File: src/rtl/axi4_lite_pkg.sv
// Shared AXI4-Lite definitions: response encodings, writeback FSM states and default widths.
package axi4_lite_pkg;

    localparam int unsigned DEF_ADDR_WIDTH = 64;
    localparam int unsigned DEF_WORD_WIDTH = 32;
    localparam int unsigned DEF_LINE_WIDTH = 512;

    localparam logic [1:0] AXI_RESP_OKAY   = 2'b00;
    localparam logic [1:0] AXI_RESP_EXOKAY = 2'b01;
    localparam logic [1:0] AXI_RESP_SLVERR = 2'b10;
    localparam logic [1:0] AXI_RESP_DECERR = 2'b11;

    typedef enum logic [1:0] {
        WB_IDLE   = 2'd0,
        WB_ISSUE  = 2'd1,
        WB_WAIT   = 2'd2,
        WB_FINISH = 2'd3
    } t_wb_state;

endpackage

File: src/rtl/axi4_lite_line_writeback.sv
// Splits a dirty cache line into words and drives them through the single-word AXI4-Lite write master.
// Optional macro LINE_WB_RETRY_EN: retry a faulting word up to two times before recording the fault.
module axi4_lite_line_writeback
    import axi4_lite_pkg::*;
#(
    parameter int unsigned ADDR_WIDTH = DEF_ADDR_WIDTH,
    parameter int unsigned WORD_WIDTH = DEF_WORD_WIDTH,
    parameter int unsigned LINE_WIDTH = DEF_LINE_WIDTH
) (
    input  logic                  clk_i,
    input  logic                  arst_i,
    input  logic                  wb_req_i,
    input  logic [ADDR_WIDTH-1:0] wb_addr_i,
    input  logic [LINE_WIDTH-1:0] wb_line_i,
    output logic                  wb_ready_o,
    output logic                  wb_done_o,
    output logic                  wb_fault_o,
    output logic                  axi_start_write_o,
    output logic [ADDR_WIDTH-1:0] axi_addr_o,
    output logic [WORD_WIDTH-1:0] axi_data_o,
    input  logic                  axi_done_i,
    input  logic                  axi_write_fault_i
);

    localparam int unsigned WORDS      = LINE_WIDTH / WORD_WIDTH;
    localparam int unsigned WORD_BYTES = WORD_WIDTH / 8;
    localparam int unsigned OFFS       = $clog2(LINE_WIDTH / 8);
    localparam int unsigned CNT_W      = (WORDS > 1) ? $clog2(WORDS) : 1;
    localparam logic [CNT_W-1:0] LAST_CNT = CNT_W'(WORDS - 1);

    t_wb_state             state_q, state_d;
    logic [CNT_W-1:0]      cnt_q, cnt_d;
    logic                  sticky_q, sticky_d;
    logic [LINE_WIDTH-1:0] line_q, line_d;
    logic [ADDR_WIDTH-1:0] base_q, base_d;
    logic                  retry_take_c;

`ifdef LINE_WB_RETRY_EN
    localparam logic [1:0] MAX_RETRY = 2'd2;
    logic [1:0] retry_q, retry_d;

    assign retry_take_c = axi_write_fault_i && (retry_q < MAX_RETRY);

    always_ff @(posedge clk_i or posedge arst_i) begin
        if (arst_i) begin
            retry_q <= 2'd0;
        end else begin
            retry_q <= retry_d;
        end
    end
`else
    assign retry_take_c = 1'b0;
`endif

    // State register
    always_ff @(posedge clk_i or posedge arst_i) begin
        if (arst_i) begin
            state_q <= WB_IDLE;
        end else begin
            state_q <= state_d;
        end
    end

    // Next-state logic
    always_comb begin
        state_d = state_q;
        case (state_q)
            WB_IDLE:   if (wb_req_i) state_d = WB_ISSUE;
            WB_ISSUE:  state_d = WB_WAIT;
            WB_WAIT: begin
                if (axi_done_i) begin
                    if (retry_take_c || (cnt_q != LAST_CNT)) begin
                        state_d = WB_ISSUE;
                    end else begin
                        state_d = WB_FINISH;
                    end
                end
            end
            WB_FINISH: state_d = WB_IDLE;
            default:   state_d = WB_IDLE;
        endcase
    end

    // Line, base, word counter and sticky fault updates
    always_comb begin
        line_d   = line_q;
        base_d   = base_q;
        cnt_d    = cnt_q;
        sticky_d = sticky_q;
`ifdef LINE_WB_RETRY_EN
        retry_d  = retry_q;
`endif
        if ((state_q == WB_IDLE) && wb_req_i) begin
            line_d   = wb_line_i;
            base_d   = {wb_addr_i[ADDR_WIDTH-1:OFFS], OFFS'(0)};
            cnt_d    = '0;
            sticky_d = 1'b0;
`ifdef LINE_WB_RETRY_EN
            retry_d  = 2'd0;
`endif
        end else if ((state_q == WB_WAIT) && axi_done_i) begin
            if (retry_take_c) begin
`ifdef LINE_WB_RETRY_EN
                retry_d = retry_q + 2'd1;
`endif
            end else begin
                sticky_d = sticky_q | axi_write_fault_i;
                if (cnt_q != LAST_CNT) begin
                    cnt_d = cnt_q + CNT_W'(1);
`ifdef LINE_WB_RETRY_EN
                    retry_d = 2'd0;
`endif
                end
            end
        end
    end

    always_ff @(posedge clk_i or posedge arst_i) begin
        if (arst_i) begin
            line_q   <= '0;
            base_q   <= '0;
            cnt_q    <= '0;
            sticky_q <= 1'b0;
        end else begin
            line_q   <= line_d;
            base_q   <= base_d;
            cnt_q    <= cnt_d;
            sticky_q <= sticky_d;
        end
    end

    // Outputs decoded from registered state; address/data held from ISSUE through done
    always_comb begin
        wb_ready_o        = (state_q == WB_IDLE);
        wb_done_o         = (state_q == WB_FINISH);
        wb_fault_o        = (state_q == WB_FINISH) && sticky_q;
        axi_start_write_o = (state_q == WB_ISSUE);
        axi_addr_o        = base_q + (ADDR_WIDTH'(cnt_q) * ADDR_WIDTH'(WORD_BYTES));
        axi_data_o        = line_q[cnt_q * WORD_WIDTH +: WORD_WIDTH];
    end

endmodule

File: config.mk
export PLATFORM = sky130hd
export DESIGN_NAME = axi4_lite_line_writeback
export DESIGN_NICKNAME = d
export VERILOG_FILES = /design/src/rtl/axi4_lite_pkg.sv /design/src/rtl/axi4_lite_line_writeback.sv
export SDC_FILE = /design/constraint.sdc
export NUM_CORES = 1
export LEC_CHECK = 0
export CAP_MARGIN = 20
export CORE_AREA = 3 3 261 263
export DETAILED_ROUTE_END_ITERATION = 6
export DIE_AREA = 0 0 264 266
export GPL_TIMING_DRIVEN = 0
export HOLD_SLACK_MARGIN = 0.03
export PLACE_DENSITY = 0.75
export SYNTH_ARGS = -nofsm -noshare
export SYNTH_HDL_FRONTEND = slang
export SYNTH_SLANG_ARGS = --single-unit
File: constraint.sdc
create_clock -name clk_i -period 22.8 [get_ports clk_i]
set_input_delay 2.28 -clock clk_i [delete_from_list [all_inputs] [get_ports clk_i]]
set_output_delay 2.28 -clock clk_i [all_outputs]
set_load 0.01 [all_outputs]
-- Yosys cells after proc, flatten, opt, wreduce, memory -nomap -nowiden
Cells that the tools add are included.
- output and inout bits: 100
- register bits: 577
- bits of input ports: 581
- word-level logic and storage cells: 32
- reduce and logical (&&, ||, !) cells: 8
- muxes and demuxes: 9
- equality and inequality tests: 6
- bitwise operators: 1
- shifts and indexed selects: 1
- $add $sub $neg: 2
- operator list (kind ; number):
    512-bit by 10-bit variable part select with 32-bit output ; 1
    64-bit by 6-bit adder with 64-bit output ; 1
    4-bit two-way mux ; 3
    2-bit case mux with 4 select lines ; 1
    2-bit two-way mux ; 3
    4-bit by 1-bit adder with 4-bit output (second input constant) ; 1
    2-bit equality test (second input constant) ; 2
    2-bit != test (second input constant) ; 2
    4-bit != test (second input constant) ; 1
    2-bit AND reduction ; 2
    2-bit nonzero test ; 2
    1-bit logical AND ; 3
    2-bit by 1-bit equality test with 1-bit output (second input constant) ; 1
    2-bit zero test ; 1
    1-bit two-way mux ; 2
    1-bit OR ; 1

-- Longest topological paths before layout
Gate-level depths: netlist (run 1).
- depth after elaboration: 4
- mapped depth: 7

-- Worst setup path after synthesis (run 1)
Ideal clock, no wire load.
- kind: flip-flop to output port
- start: reg cnt_q[0]
- end: out axi_data_o[0]
- data arrival time: 1792 ps
- cell stages (with the launch flop): 7
- required time: 20520 ps
- setup slack: 18728 ps
- cells stage by stage: dfrtp_1 buf_2 buf_2 buf_4 mux4_2 o22ai_1 nor2_1
- longest elaborated chain between the ends: 1
- ends and longest elaborated chain (element ; line ; source):
    start: declaration ; axi4_lite_line_writeback.sv:32 ; logic [CNT_W-1:0] cnt_q, cnt_d;
    start signal: assignment ; axi4_lite_line_writeback.sv:127 ; cnt_q <= cnt_d;
    512-bit by 10-bit variable part select with 32-bit output ; axi4_lite_line_writeback.sv:139 ; axi_data_o = line_q[cnt_q * WORD_WIDTH +: WORD_WIDTH];
    end: declaration ; axi4_lite_line_writeback.sv:20 ; output logic [WORD_WIDTH-1:0] axi_data_o,
Every way passes these cells.

-- Final worst setup path (run 1)
- start: reg cnt_q[1]
- end: out axi_data_o[14]
The elaborated chain is that of the path after synthesis.

==> metrics.csv, run 1 <==
stage;metric;value;unit
power_and_ir_drop;p_per_area;136;nW/µm²
yosys;avgSynthCellArea;16.7;µm²
layout;layout_commonest_cell;clkdlybuf4s50_1;
yosys;yosys_warnings;0;
setup_path;required;20.52;ns
yosys;syn_inst;1522;
yosys;netlist_area;25400;µm²
timing;period_needed;6.49;ns
power_and_ir_drop;p_leak;14.5;nW
layout;fillCellCount;5319;
timing;max_slew_margin;29.9;%
cts;clk_latency;0.62;ns
run_status;outcome;finished clean;
timing;skew;0.0187;ns
timing;setup_viol;0;
layout;layout.nets;2844;
yosys;synth-seq-cells;577;
yosys;yosysTopAreaCell;dfrtp_1;
floorplanning;dieArea;70200;µm²
layout;layout_common_cells;672 x clkdlybuf4s50_1, 577 x dfrtp_1, 492 x mux2_2;
cts;cts_sinks;577;
cts;post_cts_buffers;0;
setup_path;crit_arrival;4.21;ns
grt;global_route.overflow_total;0;
timing;rsz0062_at_grt;false;
route;wl_per_cell;29.5;µm
yosys;synth_top_area_share;56.9;%
min_path;hp-start;line_q[388];
setup_path;startpoint;cnt_q[1];
route;wirelength;94.1;mm
cts;clk_pin_slew;0.06;ns
floorplanning;die_y;266;µm
placement;hpwl;73.5;mm
cts;htreeDepth;2;
floorplanning;rows;94;
timing;maxSlewViolCount;0;
cts;ctsHoldBuffers;0;
floorplanning;dieWidth;264;µm
timing;tns;0;ns
cts;root_buffer;clkbuf_16;
timing;tightest_slew;1.05;ns
min_path;worstHoldPathType;reg -> reg;
cts;cts_repair_resize_count;0;
timing;fmax;154;MHz
cts;cts_buffers;61;
grt;grt_max_degree;131;
placement;port_buffers;672;
floorplanning;start_util;38.6;%
cts;cts_tree;yes;
timing;hold_viol;0;
grt;grt_pass1_wl;134;mm
placement;gp_congestion;0.890;
route;drtIter0Drc;903;
power_and_ir_drop;total_power;4.80;mW
floorplanning;core_area;65900;µm²
layout;area_delta_synth_final;39.2;%
setup_path;startpoint_type;register;
route;antenna_left;0;
timing;period_share;28.5;%
setup_path;crit_fanout;10;
setup_path;timing.rr.start;state_q[0];
route;drc_errors;0;
route;num_vias;17013;
route;first_pass_iters;5;
grt;first_global_vias;19075;
route;viasPerCell;5.33;
setup_path;path_class;reg -> out;
floorplanning;io_pins;681;
yosys;synth_cell_type_count;30;
layout;post-route-cell-area;35300;µm²
flow_run;cap_violations;0;
grt;antenna_found_initial;24;
cts;clockBufferDepth;3;
yosys;ys_seq_area_share;56.9;%
yosys;ys_top_cells_by_area;dfrtp_1 57%, mux2_2 22%, mux4_2 11%, mux2_4 4.6%, o22ai_1 1.6%;
power_and_ir_drop;ir_worst_vdd;0.0675;mV
placement;dpl-instance-area;33300;µm²
setup_path;crit_path_end_kind;primary output;
grt;grtUsageTotal;26.4;%
layout;drive_above_1_share;38.3;%
stage by stage:
| stage | cells | hold slack (ns) | setup WS [ns] | util (%) |
|---|---|---|---|---|
| after global routing | 3183 | 0.511 | 16.14 | 53.6 |
| after global placement | 3059 | 0.481 | -1.63 | 50.4 |
| after detailed placement | 3063 | 0.487 | 16.91 | 50.6 |
| after floorplan | 1523 | 0.474 | 4.38 | - |
| after CTS | 3175 | 0.501 | 16.21 | 53.6 |
| final | 3189 | 0.501 | 16.31 | 53.7 |
path summary, 6_finish.rpt:
path,depth (start not counted),to,slack (ns)
max,8,axi_data_o[14],16.31
min,1,line_q[388],0.50
max reg2reg,5,base_q[62],20.05
min reg2reg,1,line_q[388],0.50
max in group asynchronous,4,line_q[89],18.79
min in group asynchronous,2,line_q[487],2.21
power by group:
part / internal [mW] / switching (mW) / total (mW) / leakage (nW)
clock network: 0.570 / 0.425 / 0.994 / 0.975
logic: 1.13 / 0.836 / 1.96 / 6.73
registers: 1.55 / 0.288 / 1.84 / 6.76
state kept, by name, summed over array words and instances (netlist names):
name / flops
line_q: 512
state_q: 2
cnt_q: 4
sticky_q: 1
base_q: 58
cell type report:
type                    count  area, µm²  share of cell area [%]
clock buffers              90       1770                    5.00
flip-flops and latches    577      14400                    40.9
clock inverters            22        218                   0.616
repair buffers            676       6840                    19.3
plain buffers             111        606                    1.71
well taps                 864       1080                    3.06
multi-input cells         832      10300                    29.3
inverters                   3       18.8                  0.0531
diodes                     14       35.0                  0.0991
critical path, stage by stage (launching register included):
cell,delay [ns]
dfrtp_1,0.58
clkbuf_1,0.19
buf_4,0.26
buf_2,0.44
buf_2,0.52
mux4_2,0.44
o22ai_1,0.43
nor2_1,0.09
clkdlybuf4s50_1,0.59
cells by family after synthesis:
kind of cell    synth area share [%]
other cells                   0.0148
compound gates                  1.75
buf+inv                         2.43
fa+ha+maj                     0.0493
simple gates                   0.986
flops                           56.9
mux                             37.9
synth_stat cells, drive strengths merged:
cell type  instances
and3               2
mux2i              3
nand2b             3
or3b               1
nor3               1
mux4             128
or2                1
o211ai             1
conb               1
o21ai              3
buf               86
nor2              37
or3                1
a21oi              3
a31oi              1
nand3b             1
ha                 1
inv                3
nand3              4
dfrtp            577
nand2              3
clkbuf            25
mux2             570
and3b              1
o22ai             64
and2               1
per-layer routing:
metal / track usage, % / up-vias / part of all wire (%)
li1: - / 7181 / -
met1: 32.4 / 9045 / 39
met2: 45.0 / 613 / 50
met3: 7.74 / 152 / 7.4
met4: 8.64 / 22 / 3.3
met5: 0 / - / 0.15
Power figures use the tool's default switching activity.
==> inputs of run 2 (changes only) <==
--- a/config.mk
+++ b/config.mk
@@ -6,9 +6,9 @@
 export NUM_CORES = 1
 export LEC_CHECK = 0
 export CAP_MARGIN = 20
-export CORE_AREA = 3 3 261 263
+export CORE_AREA = 3 3 267 269
 export DETAILED_ROUTE_END_ITERATION = 6
-export DIE_AREA = 0 0 264 266
+export DIE_AREA = 0 0 270 272
 export GPL_TIMING_DRIVEN = 0
 export HOLD_SLACK_MARGIN = 0.03
 export PLACE_DENSITY = 0.75
==> constraint.sdc (replaced) <==
create_clock -name clk_i -period 5.4 [get_ports clk_i]
set_input_delay 0.54 -clock clk_i [delete_from_list [all_inputs] [get_ports clk_i]]
set_output_delay 0.54 -clock clk_i [all_outputs]
set_load 0.01 [all_outputs]
==> metrics.csv, run 2 (same netlist as run 1, synthesis figures left out) <==
stage;metric;value;unit;change
run_status;outcome;finished clean;;
setup_path;critPathMaxStageDelay;0.65;ns;+0.06 ns
layout;fillCellCount;5664;;+6.5%
cts;cts_sinks;577;;unchanged
setup_path;startpoint;cnt_q[0];;
layout;drive_above_1_share;38.9;%;+0.62 points
timing;max_slew_margin;23.6;%;-6.3 points
timing;hold_viol;0;;unchanged
setup_path;cpMostUsedCell;buf_2;;
timing;maxSlewViolCount;0;;unchanged
floorplanning;start_util;36.9;%;-1.7 points
layout;layout.nets;2863;;+0.67%
min_path;worstHoldPathType;in -> async;;
setup_path;rr_endpoint;line_q[508];;
cts;cts_tree;yes;;
placement;hpwl;76.4;mm;+4.0%
placement;placed_cells;3141;;+2.5%
timing;period_needed;4.73;ns;
route;drc_errors;0;;unchanged
layout;multiInputGateArea;10300;µm²;unchanged
power_and_ir_drop;p_per_area;581;nW/µm²;+330%
layout;layout_commonest_cell;clkdlybuf4s50_1;;
cts;htreeDepth;3;;+1
route;viasPerCell;5.21;;-2.4%
grt;grt_pass1_wl;139;mm;+3.1%
floorplanning;rows;96;;+2.1%
floorplanning;io_pins;681;;unchanged
timing;tightest_slew;1.15;ns;+0.0951 ns
placement;dpl-instance-area;33600;µm²;+0.80%
floorplanning;core_area;68800;µm²;+4.5%
grt;grtUsageTotal;26.3;%;-0.11 points
cts;root_buffer;clkbuf_16;;
cts;cts_buffers;68;;+11%
setup_path;cp_cell_sequence;buf_2, buf_2, nand2b_1, clkbuf_1, o22ai_1, nor2_1, clkdlybuf4s50_1;;
route;drtIter0Drc;1038;;+15%
timing;holdWs;0.373;ns;-0.128 ns
layout;largestRegisters;line_q: 512 flops, base_q: 58 flops, cnt_q: 4 flops;;
route;wirelength;97.2;mm;+3.3%
route;num_vias;17061;;+0.28%
grt;first_global_vias;19344;;+1.4%
timing;rsz0062_at_grt;false;;
timing;period_share;87.6;%;
placement;gp_congestion;0.891;;+0.15%
route;wl_per_cell;29.7;µm;+0.49%
power_and_ir_drop;ir_worst_vdd;0.299;mV;+340%
placement;port_buffers;672;;unchanged
timing;layout_setup_ws;0.670;ns;-15.64 ns
grt;grt_max_degree;46;;-65%
layout;layout_common_cells;672 x clkdlybuf4s50_1, 577 x dfrtp_1, 492 x mux2_2;;
setup_path;crit_path_end_kind;primary output;;
floorplanning;die_y;272;µm;+2.3%
cts;clk_latency;0.60;ns;-0.02 ns
floorplanning;dieWidth;270;µm;+2.3%
setup_path;crit_fanout;10;;unchanged
route;first_pass_iters;6;;+1
setup_path;slowest_stage;clkdlybuf4s50_1;;
layout;seq_area;14400;µm²;unchanged
layout;largest_register;line_q;;
cts;ctsHoldBuffers;0;;unchanged
cts;post_cts_buffers;0;;unchanged
cts;clockBufferDepth;3;;unchanged
cts;clk_pin_slew;0.06;ns;about the same
cts;cts_repair_resize_count;0;;unchanged
placement;pre_cts_ws;1.29;ns;-15.61 ns
setup_path;crit_arrival;4.19;ns;-0.02 ns
grt;antenna_found_initial;21;;-13%
flow_run;cap_violations;0;;unchanged
timing;skew;0.0283;ns;+0.00965 ns
setup_path;required;4.86;ns;-15.66 ns
layout;area_delta_synth_final;41.1;%;
route;antenna_left;0;;unchanged
setup_path;startpoint_type;register;;
timing;setup_viol;0;;unchanged
layout;layout.cells.non_filler;3277;;+2.8%
power_and_ir_drop;p_leak;14.7;nW;+1.3%
setup_path;r2r_cells;5;;unchanged
grt;global_route.overflow_total;0;;unchanged
power_and_ir_drop;total_power;20.8;mW;+330%
timing;fmax;211;MHz;
setup_path;path_class;reg -> out;;
layout;largest_reg_flops;512;;unchanged
floorplanning;dieArea;73400;µm²;+4.6%
layout;post-route-cell-area;35800;µm²;+1.4%
setup_path;ff2ff_setup_slack;2.65;ns;-17.40 ns
setup_path;timing.rr.start;state_q[0];;
[run 2: cell count changes in the layout (fill, tap and decap cells not counted), sizes merged]
cell / before / now
bufinv: 3 / 1
diode: 14 / 15
clkbuf: 115 / 124
buf: 90 / 102
clkinvlp: 3 / 4
[run 2: layer usage]
metal | global-route usage (%) | vias up | part of all wire, %
li1 | - | 7232 | -
met1 | 31.4 | 9030 | 38
met2 | 46.1 | 653 | 51
met3 | 7.98 | 132 | 7.6
met4 | 7.55 | 14 | 2.6
met5 | 0 | - | 0.091
[run 2: through the flow]
step                      utilization, %  TNS (ns)
final                               52.1         0
after global routing                52.0         0
after CTS                           52.0         0
after detailed placement            48.8         0
after global placement              48.4  -3552.12
after floorplan                        -  -1731.87
[run 2: cell type report]
| type | instances | area share [%] |
|---|---|---|
| diodes | 15 | 0.105 |
| plain buffers | 111 | 1.69 |
| clock buffers | 99 | 5.58 |
| clock inverters | 21 | 0.520 |
| inverters | 3 | 0.0419 |
| multi-input cells | 832 | 28.9 |
| flip-flops and latches | 577 | 40.3 |
| well taps | 931 | 3.25 |
| repair buffers | 688 | 19.6 |
[run 2: worst max path at each step]
stage / endpoint / depth (start not counted)
2_1_floorplan: base_q[10] / 1
3_3_place_gp: line_q[13] / 2
3_5_place_dp: axi_data_o[29] / 7
4_1_cts: axi_data_o[29] / 7
5_1_grt: axi_data_o[29] / 7
6_report: axi_data_o[29] / 7
[run 2: where the power goes]
| group | total [mW] | internal [mW] | switching [mW] |
|---|---|---|---|
| registers | 7.79 | 6.54 | 1.25 |
| clock network | 4.50 | 2.63 | 1.87 |
| logic | 8.52 | 4.78 | 3.74 |
[run 2: worst max-delay path, delay by kind of cell, from the launching register on]
family                 cells  cell delay [ns]
AND/OR/NAND/NOR            2             0.79
flip-flops                 1             0.40
buffers and inverters      4             1.95
AO/OA/AOI/OAI              1             0.45
==> inputs of run 3 (changes only) <==
--- a/config.mk
+++ b/config.mk
@@ -7,6 +7,7 @@
 export LEC_CHECK = 0
 export CAP_MARGIN = 20
 export CORE_AREA = 3 3 267 269
+export CTS_CLUSTER_SIZE = 14
 export DETAILED_ROUTE_END_ITERATION = 6
 export DIE_AREA = 0 0 270 272
 export GPL_TIMING_DRIVEN = 0
==> results of run 3 <==
Same layout as run 2: the final DEF is identical, and so are final timing and power.
